==> src/rtl/multicycle_adder.sv <==
// multicycle_adder: adds or subtracts two WIDTH-bit operands CHUNK bits per clock.
//
// Parameters
//   WIDTH     operand/result width in bits; must be an integer multiple of CHUNK
//   CHUNK     bits summed per CALC cycle (NCH = WIDTH/CHUNK cycles per operation)
// Ports
//   clk       rising-edge clock
//   reset     asynchronous active-high reset
//   in_valid  operand set valid            in_ready   accepting operands (IDLE only)
//   in1, in2  operands                     sub        0: in1+in2, 1: in1-in2
//   out_valid result valid (DONE only)     out_ready  consumer takes the result
//   out       result modulo 2^WIDTH
//   carry_out carry out of the MSB (for subtraction, 1 = no borrow)
//   overflow  two's-complement signed overflow
module multicycle_adder #(
    parameter int unsigned WIDTH = 32,
    parameter int unsigned CHUNK = 8
) (
    input  logic             clk,
    input  logic             reset,
    input  logic             in_valid,
    output logic             in_ready,
    input  logic [WIDTH-1:0] in1,
    input  logic [WIDTH-1:0] in2,
    input  logic             sub,
    output logic             out_valid,
    input  logic             out_ready,
    output logic [WIDTH-1:0] out,
    output logic             carry_out,
    output logic             overflow
);

    localparam int unsigned NCH   = WIDTH / CHUNK;
    localparam int unsigned IDX_W = (NCH > 1) ? $clog2(NCH) : 1;
    localparam logic [IDX_W-1:0] LAST_IDX = IDX_W'(NCH - 1);

    typedef enum logic [1:0] {
        StIdle = 2'd0,
        StCalc = 2'd1,
        StDone = 2'd2
    } state_e;

    state_e           state_q, state_d;
    logic [WIDTH-1:0] a_q, a_d;
    logic [WIDTH-1:0] b_q, b_d;      // already inverted for subtraction
    logic             carry_q, carry_d;
    logic [IDX_W-1:0] idx_q, idx_d;
    logic [WIDTH-1:0] res_q, res_d;  // accumulates the result chunk by chunk
    logic [WIDTH-1:0] out_q, out_d;  // published result, held until the next completion
    logic             cout_q, cout_d;
    logic             ovf_q, ovf_d;

    int unsigned      base;
    logic [CHUNK-1:0] a_chunk;
    logic [CHUNK-1:0] b_chunk;
    logic [CHUNK:0]   sum;
    logic             msb_cin;

    // Chunk datapath: one CHUNK-bit ripple slice reused every CALC cycle.
    always_comb begin
        base    = 32'(idx_q) * CHUNK;
        a_chunk = a_q[base +: CHUNK];
        b_chunk = b_q[base +: CHUNK];
        sum     = {1'b0, a_chunk} + {1'b0, b_chunk} + {{CHUNK{1'b0}}, carry_q};
        // Carry into the top bit of this chunk, recovered from the sum bit.
        msb_cin = a_chunk[CHUNK-1] ^ b_chunk[CHUNK-1] ^ sum[CHUNK-1];
    end

    always_comb begin
        state_d = state_q;
        a_d     = a_q;
        b_d     = b_q;
        carry_d = carry_q;
        idx_d   = idx_q;
        res_d   = res_q;
        out_d   = out_q;
        cout_d  = cout_q;
        ovf_d   = ovf_q;

        case (state_q)
            StIdle: begin
                if (in_valid) begin
                    // Subtraction is in1 + ~in2 + 1; the +1 enters as the initial carry.
                    a_d     = in1;
                    b_d     = sub ? ~in2 : in2;
                    carry_d = sub;
                    idx_d   = '0;
                    res_d   = '0;
                    state_d = StCalc;
                end
            end
            StCalc: begin
                res_d[base +: CHUNK] = sum[CHUNK-1:0];
                carry_d              = sum[CHUNK];
                if (idx_q == LAST_IDX) begin
                    idx_d   = '0;
                    out_d   = res_d;
                    cout_d  = sum[CHUNK];
                    ovf_d   = msb_cin ^ sum[CHUNK];
                    state_d = StDone;
                end else begin
                    idx_d = idx_q + 1'b1;
                end
            end
            StDone: begin
                if (out_ready) begin
                    state_d = StIdle;
                end
            end
            default: state_d = StIdle;
        endcase
    end

    always_ff @(posedge clk or posedge reset) begin
        if (reset) begin
            state_q <= StIdle;
            a_q     <= '0;
            b_q     <= '0;
            carry_q <= 1'b0;
            idx_q   <= '0;
            res_q   <= '0;
            out_q   <= '0;
            cout_q  <= 1'b0;
            ovf_q   <= 1'b0;
        end else begin
            state_q <= state_d;
            a_q     <= a_d;
            b_q     <= b_d;
            carry_q <= carry_d;
            idx_q   <= idx_d;
            res_q   <= res_d;
            out_q   <= out_d;
            cout_q  <= cout_d;
            ovf_q   <= ovf_d;
        end
    end

    assign in_ready  = (state_q == StIdle);
    assign out_valid = (state_q == StDone);
    assign out       = out_q;
    assign carry_out = cout_q;
    assign overflow  = ovf_q;

endmodule
==> config.mk <==
export PLATFORM = sky130hd
export DESIGN_NAME = multicycle_adder
export DESIGN_NICKNAME = d
export VERILOG_FILES = /design/src/rtl/multicycle_adder.sv
export SDC_FILE = /design/constraint.sdc
export NUM_CORES = 1
export LEC_CHECK = 0
export ABC_AREA = 1
export BUFFER_PORTS_ARGS = -buffer_cell sky130_fd_sc_hd__buf_2
export CORE_MARGIN = 2
export CORE_UTILIZATION = 30
export CTS_BUF_LIST = sky130_fd_sc_hd__clkbuf_8
export DETAILED_ROUTE_END_ITERATION = 8
export GPL_TIMING_DRIVEN = 0
export PLACE_DENSITY = 0.51
export SLEW_MARGIN = 20
export SYNTH_ARGS = -nofsm -noshare
export SYNTH_HDL_FRONTEND = slang
export SYNTH_SLANG_ARGS = --single-unit
==> constraint.sdc <==
create_clock -name clk -period 10.8 [get_ports clk]
set_input_delay 2.16 -clock clk [delete_from_list [all_inputs] [get_ports clk]]
set_output_delay 2.16 -clock clk [all_outputs]
set_load 0.03 [all_outputs]
==> out/results.ini, run 1 <==
[logic_synthesis]
synth_cell_type_count=34
async_flop_share=1.00
synth_top_area_cell=dfrtp_1
syn_avg_cell_area_um2=8.04
yosysWarnings=0
synth_enable_flop_cells=0
netlist_top_cells_area=dfrtp_1 51%, nand2_1 20%, o21ai_0 5.9%
syn_nets=909
synth.top_cell.area_share=0.509
ys_ff_latch=135
syn_area_um2=6630
syn_inst=825
yosys_most_used_dff=dfrtp_1
yosysSeqAreaShare=0.509

[global_route]
grt_pass1_vias=5473
grt_max_degree=84
grt_first_pass_wirelength_um=29600
grt.overflow.total=0
grt.total_usage=0.162
grt_antenna_before_repair=0

[final_layout]
drive_gt1_frac=0.173
fin_area_um2=7960
ff_latch_area_um2=3380
layout.cells.non_filler=1241
synthToLayoutAreaGrowth_pct=20.0
diodes=0
multiInputGateArea_um2=2860
fin_nets=1032
final_core_util=0.366
num-fill-cells=2341

[cts]
htree_levels=4
clockRootBuffer=clkbuf_8
cts.path.max_buffers=2
clkSinkCount=135
cts.repair.resized=0
cts_made_buffers=17
cts_tree=built
clkTransAtPathRegs_ps=80
cts_setup_buffers=0
clk_latency_ps=450
postCtsHoldBufs=0

[detailed_routing]
vias_per_cell=4.52
wl_per_cell_um=15.0
first_iter_violations=360
ant_nets=0
drt_first_pass_iters=5
vias=5609
drc=0
routed_wl_um=18600

[job]
cap_violations=0

[critical_path]
cp_slowest_stage_delay_ps=480
worstSetupEndpointType=register
worstPathArrival_ps=4120
r2r_slack_ps=7060
crit_chain=inv_1 > buf_2 > clkbuf_1 > nor2_1 > o22ai_1 > fa_1 > inv_1 > fa_1 > inv_1 > nand2_1 > nand2_1 > nand2_1 > xnor2_1 > nand2_1 > nor2_1 > nand2_1 > nand2_1 > nand2_1 > nand2_1
cp_max_fo=10
startpoint_type=register
required_ps=11190
path_class=reg -> reg
path_common_cell=nand2_1
cpMaxStageDelayCell=dfrtp_1

[floorplan]
std_cell_rows=54
core_um2=21800
initial_core_util=0.305
num_io_pins=105
fp.dieH_um=153
die_x_um=153
die_area_um2=23300

[timing]
slew_violations=0
finalSetupTns_ps=0
rsz0062_at_grt=no
holdWs_ps=478
hold_viol_final=0
slew_headroom=0.585
max_freq_ghz=0.268
fin_crit_ps=3740
setup_violations=0
worst_pin_slew_ps=622
fin_crit_sh=0.346
finClkSkew_ps=11.5

[placement]
place_hpwl_um=13700
dp_cells=1209
placed_area_um2=7530
port_buffers=103
gp_congestion=0.888

[power_and_ir_drop]
p_per_area_nw_per_um2=341
ir_worst_vdd_mv=0.129
p_leak_nw=4.12

[hold_path]
hold_class=reg -> reg

[run_status]
status=finished clean

-- cell usage in the layout (no fill, tap or decap), types with 11 or more instances in the layout --
cell type	count
buf_2	120
clkbuf_1	18
clkbuf_8	20
dfrtp_1	135
ha_1	13
inv_1	50
nand2_1	347
nand3_1	11
nor2_1	41
o21ai_0	78
o21ai_1	13
o22ai_1	29
xnor2_1	33
-- worst paths after layout --
| kind | startpoint | depth (start not counted) | to |
|---|---|---|---|
| worst min-delay path | out[3] | 2 | out[3] |
| max in group asynchronous | reset | 3 | b_q[28] |
| worst max-delay path | idx_q[0] | 19 | res_q[28] |
| min in group asynchronous | reset | 2 | a_q[31] |
| worst max register to register | idx_q[0] | 19 | res_q[28] |
| worst min register to register | out[3] | 2 | out[3] |
-- critical path, delay by kind of cell, from the launching register on --
kind / cells / cell delay, ps
buf+inv: 5 / 1060
simple gates: 10 / 900
compound gates: 1 / 330
xor+xnor: 1 / 250
flops: 1 / 480
fa+ha+maj: 2 / 650
-- layout make-up --
| cell class | count | share of cell area |
|---|---|---|
| Multi-Input combinational cell | 595 | 0.359 |
| Tap cell | 280 | 0.0440 |
| Clock inverter | 12 | 0.0187 |
| Clock buffer | 20 | 0.0346 |
| Inverter | 56 | 0.0280 |
| Buffer | 39 | 0.0225 |
| Sequential cell | 135 | 0.425 |
| Timing Repair Buffer | 104 | 0.0682 |
-- metrics by stage --
| stage | setup WS [ps] | power, mW |
|---|---|---|
| 2_1_floorplan | 5030 | 1.82 |
| 3_3_place_gp | 3200 | 2.26 |
| 3_5_place_dp | 7120 | 2.27 |
| 4_1_cts | 7090 | 2.73 |
| 5_1_grt | 6740 | 2.94 |
| 6_report | 7060 | 2.71 |
-- where the power goes --
part / leakage [nW] / internal (mW) / switching [mW] / total [mW]
sequential: 1.76 / 0.715 / 0.132 / 0.848
combinational: 2.14 / 0.448 / 0.963 / 1.41
clock: 0.213 / 0.246 / 0.207 / 0.453
total: 4.12 / 1.41 / 1.30 / 2.71
-- layer usage --
layer / share of wire / up-vias / global-route usage
met5: 0 / - / 0
met1: 0.48 / 2569 / 0.224
met2: 0.46 / 151 / 0.253
li1: - / 2864 / -
met4: 0.023 / 0 / 0.0542
met3: 0.044 / 25 / 0.0370
-- logic make-up after synthesis --
group / count (synthesis) / synth area share
compound gates: 134 / 0.110
xor+xnor: 35 / 0.0462
fa+ha+maj: 15 / 0.0306
buf+inv: 95 / 0.0594
flops: 135 / 0.509
simple gates: 411 / 0.245
-- flip-flops by register name (all words and copies together) (netlist names) --
name	cells
a_q	32
b_q	32
out	32
res_q	32
idx_q	2
state_q	2
carry_out	1
carry_q	1
overflow	1
-- Yosys cell counts, types with 2 or more instances --
cell and n:
a21oi_1 7, xor2_1 2, nand2_1 347, buf_2 17
xnor2_1 33, inv_2 3, clkbuf_1 18, a32oi_1 2
nor2_8 2, fa_1 2, buf_1 2, inv_4 2
o22ai_1 29, o21ai_0 78, ha_1 13, nand3_1 11
inv_1 50, nor2_1 41, dfrtp_1 135, o21ai_1 13
nand4_1 5
Note: power is estimated with default switching activity, not from simulation.
==> run 2: changes to the inputs <==
--- a/config.mk
+++ b/config.mk
@@ -12,7 +12,7 @@
 export CTS_BUF_LIST = sky130_fd_sc_hd__clkbuf_8
 export DETAILED_ROUTE_END_ITERATION = 8
 export GPL_TIMING_DRIVEN = 0
-export PLACE_DENSITY = 0.51
+export PLACE_DENSITY = 0.52
 export SLEW_MARGIN = 20
 export SYNTH_ARGS = -nofsm -noshare
 export SYNTH_HDL_FRONTEND = slang
==> constraint.sdc (replaced) <==
create_clock -name clk -period 3.4 [get_ports clk]
set_input_delay 0.68 -clock clk [delete_from_list [all_inputs] [get_ports clk]]
set_output_delay 0.68 -clock clk [all_outputs]
set_load 0.03 [all_outputs]
==> run 2 against run 1 <==
Effect of this change: worst hold slack lost 190 ps; routed wire length grew 1.0%; clock skew is essentially flat; first-iteration DRC count grew 2.8%; non-clock buffer count grew 3; cell area grew 0.82%; worst setup slack lost 7000 ps; flip-flop and latch count is the same; die area is the same; via count grew 0.53%; highest routed layer unchanged.
==> out/results.ini, run 2 (synthesized netlist as in run 1, its figures left out) <==
[timing]
max_freq_ghz=0.302  ; +13%
fin_crit_ps=3320  ; -420 ps
hold_viol_final=0  ; unchanged
slew_headroom=0.610  ; +0.0253
worst_pin_slew_ps=583  ; -39.2 ps
fin_crit_sh=0.975  ; +0.629
rsz0062_at_grt=yes
setup_violations=0  ; unchanged
slew_violations=0  ; unchanged
finClkSkew_ps=11.5  ; +0.0325 ps

[global_route]
grt_first_pass_wirelength_um=30500  ; +3.0%
grt.overflow.total=0  ; unchanged
grt.total_usage=0.166  ; +0.00386
grt_pass1_vias=5624  ; +2.8%
grt_antenna_before_repair=0  ; unchanged
grt_max_degree=32  ; -62%

[floorplan]
core_um2=21800  ; unchanged
die_area_um2=23300  ; unchanged
initial_core_util=0.305  ; unchanged
num_io_pins=105  ; unchanged
std_cell_rows=54  ; unchanged
fp.dieH_um=153  ; unchanged
die_x_um=153  ; unchanged

[detailed_routing]
drt_first_pass_iters=5  ; unchanged
ant_nets=0  ; unchanged
first_iter_violations=370  ; +2.8%
vias=5639  ; +0.53%
vias_per_cell=4.54  ; +0.37%
drc=0  ; unchanged
wl_per_cell_um=15.1  ; +0.85%
routed_wl_um=18800  ; +1.0%

[cts]
clkTransAtPathRegs_ps=80  ; about the same
cts.path.max_buffers=2  ; unchanged
cts_tree=built
htree_levels=4  ; unchanged
clkSinkCount=135  ; unchanged
cts_made_buffers=17  ; unchanged
clockRootBuffer=clkbuf_8
clk_latency_ps=450  ; about the same

[power_and_ir_drop]
p_leak_nw=4.15  ; +0.71%
ir_worst_vdd_mv=0.435  ; +240%
p_per_area_nw_per_um2=1090  ; +220%

[job]
cap_violations=0  ; unchanged

[critical_path]
required_ps=3790  ; -7400 ps
worstSetupEndpointType=register
startpoint_type=register
path_class=reg -> reg
cp_max_fo=10  ; unchanged
worstPathArrival_ps=3700  ; -420 ps

[final_layout]
layout_common_cells=347 x nand2_1, 134 x dfrtp_1, 119 x buf_2
diodes=0  ; unchanged
mostFrequentLayoutCell=nand2_1
drive_gt1_frac=0.181  ; +0.00795
final_core_util=0.369  ; +0.00299
num-fill-cells=2323  ; -0.77%
fin_nets=1035  ; +0.29%
synthToLayoutAreaGrowth_pct=21.0
fin_area_um2=8020  ; +0.82%

[placement]
place_hpwl_um=14000  ; +2.6%
port_buffers=103  ; unchanged
placed_area_um2=7580  ; +0.65%
gp_congestion=0.888  ; about the same

[run_status]
status=finished clean

[hold_path]
hold_class=in -> async

-- run 2: cell count changes in the layout (fill, tap and decap cells not counted), sizes merged --
cell	before	now
buf	125	128
clkbuf	38	37
inv	58	55
clkinv	4	7
-- run 2: where the power goes --
group	switching, mW	total [mW]	internal (mW)	leakage, nW
clock	0.664	1.42	0.759	0.208
sequential	0.410	2.68	2.27	1.76
combinational	3.13	4.60	1.47	2.18
total	4.20	8.71	4.50	4.15
-- run 2: through the flow --
stage | cells | TNS [ps] | setup slack (ps) | power [mW] | hold WS [ps]
CTS | 1243 | 0 | 20.7 | 8.69 | 279
finish | 1243 | 0 | 84.6 | 8.71 | 290
global placement | 1208 | -2770 | -314 | 7.18 | 459
floorplan | 825 | 0 | 676 | 5.79 | 444
detailed placement | 1212 | -3590 | -368 | 7.22 | 462
global route | 1243 | -383 | -72.0 | 9.45 | 303
-- run 2: final timing paths --
check	from	to	slack (ps)	cells past startpoint
worst max-delay path	idx_q[0]	res_q[28]	80	19
worst min register to register	out[28]	out[28]	470	2
worst max register to register	idx_q[0]	res_q[28]	80	19
min in group clk	out_ready	state_q[1]	390	2
max in group asynchronous	reset	res_q[22]	2330	4
worst min-delay path	reset	a_q[2]	290	2
-- run 2: area by class of cell --
| cell class | count | area, um^2 | area share |
|---|---|---|---|
| Buffer | 39 | 185 | 0.0231 |
| Clock buffer | 19 | 262 | 0.0326 |
| Clock inverter | 12 | 151 | 0.0189 |
| Inverter | 56 | 219 | 0.0273 |
| Multi-Input combinational cell | 595 | 2880 | 0.359 |
| Sequential cell | 135 | 3380 | 0.421 |
| Tap cell | 280 | 350 | 0.0437 |
| Timing Repair Buffer | 107 | 596 | 0.0742 |
-- run 2: timing repair --
action	CTS	global route
setup buffers	0	0
endpoints found under the setup margin	23	17
hold buffers	0	0
gates resized for setup	4	3
pin swaps	0	0
-- run 2: critical path, cell delays in order, from the launching register on --
cell	delay [ps]
dfrtp_2	470
inv_1	170
buf_4	240
clkbuf_4	250
nor2_1	70
o22ai_2	250
fa_1	240
inv_1	60
fa_1	400
inv_1	100
nand2_1	50
nand2_1	80
nand2_1	80
xnor2_2	180
nand2_1	110
nor2_1	170
nand2_1	80
nand2_1	110
nand2_1	60
nand2_1	70
-- run 2: per-layer routing --
| layer | global-route usage | wire [um] |
|---|---|---|
| met3 | 0.0358 | 869 |
| met2 | 0.271 | 8840 |
| met4 | 0.0428 | 246 |
| met1 | 0.225 | 8830 |
| met5 | 0 | 0 |
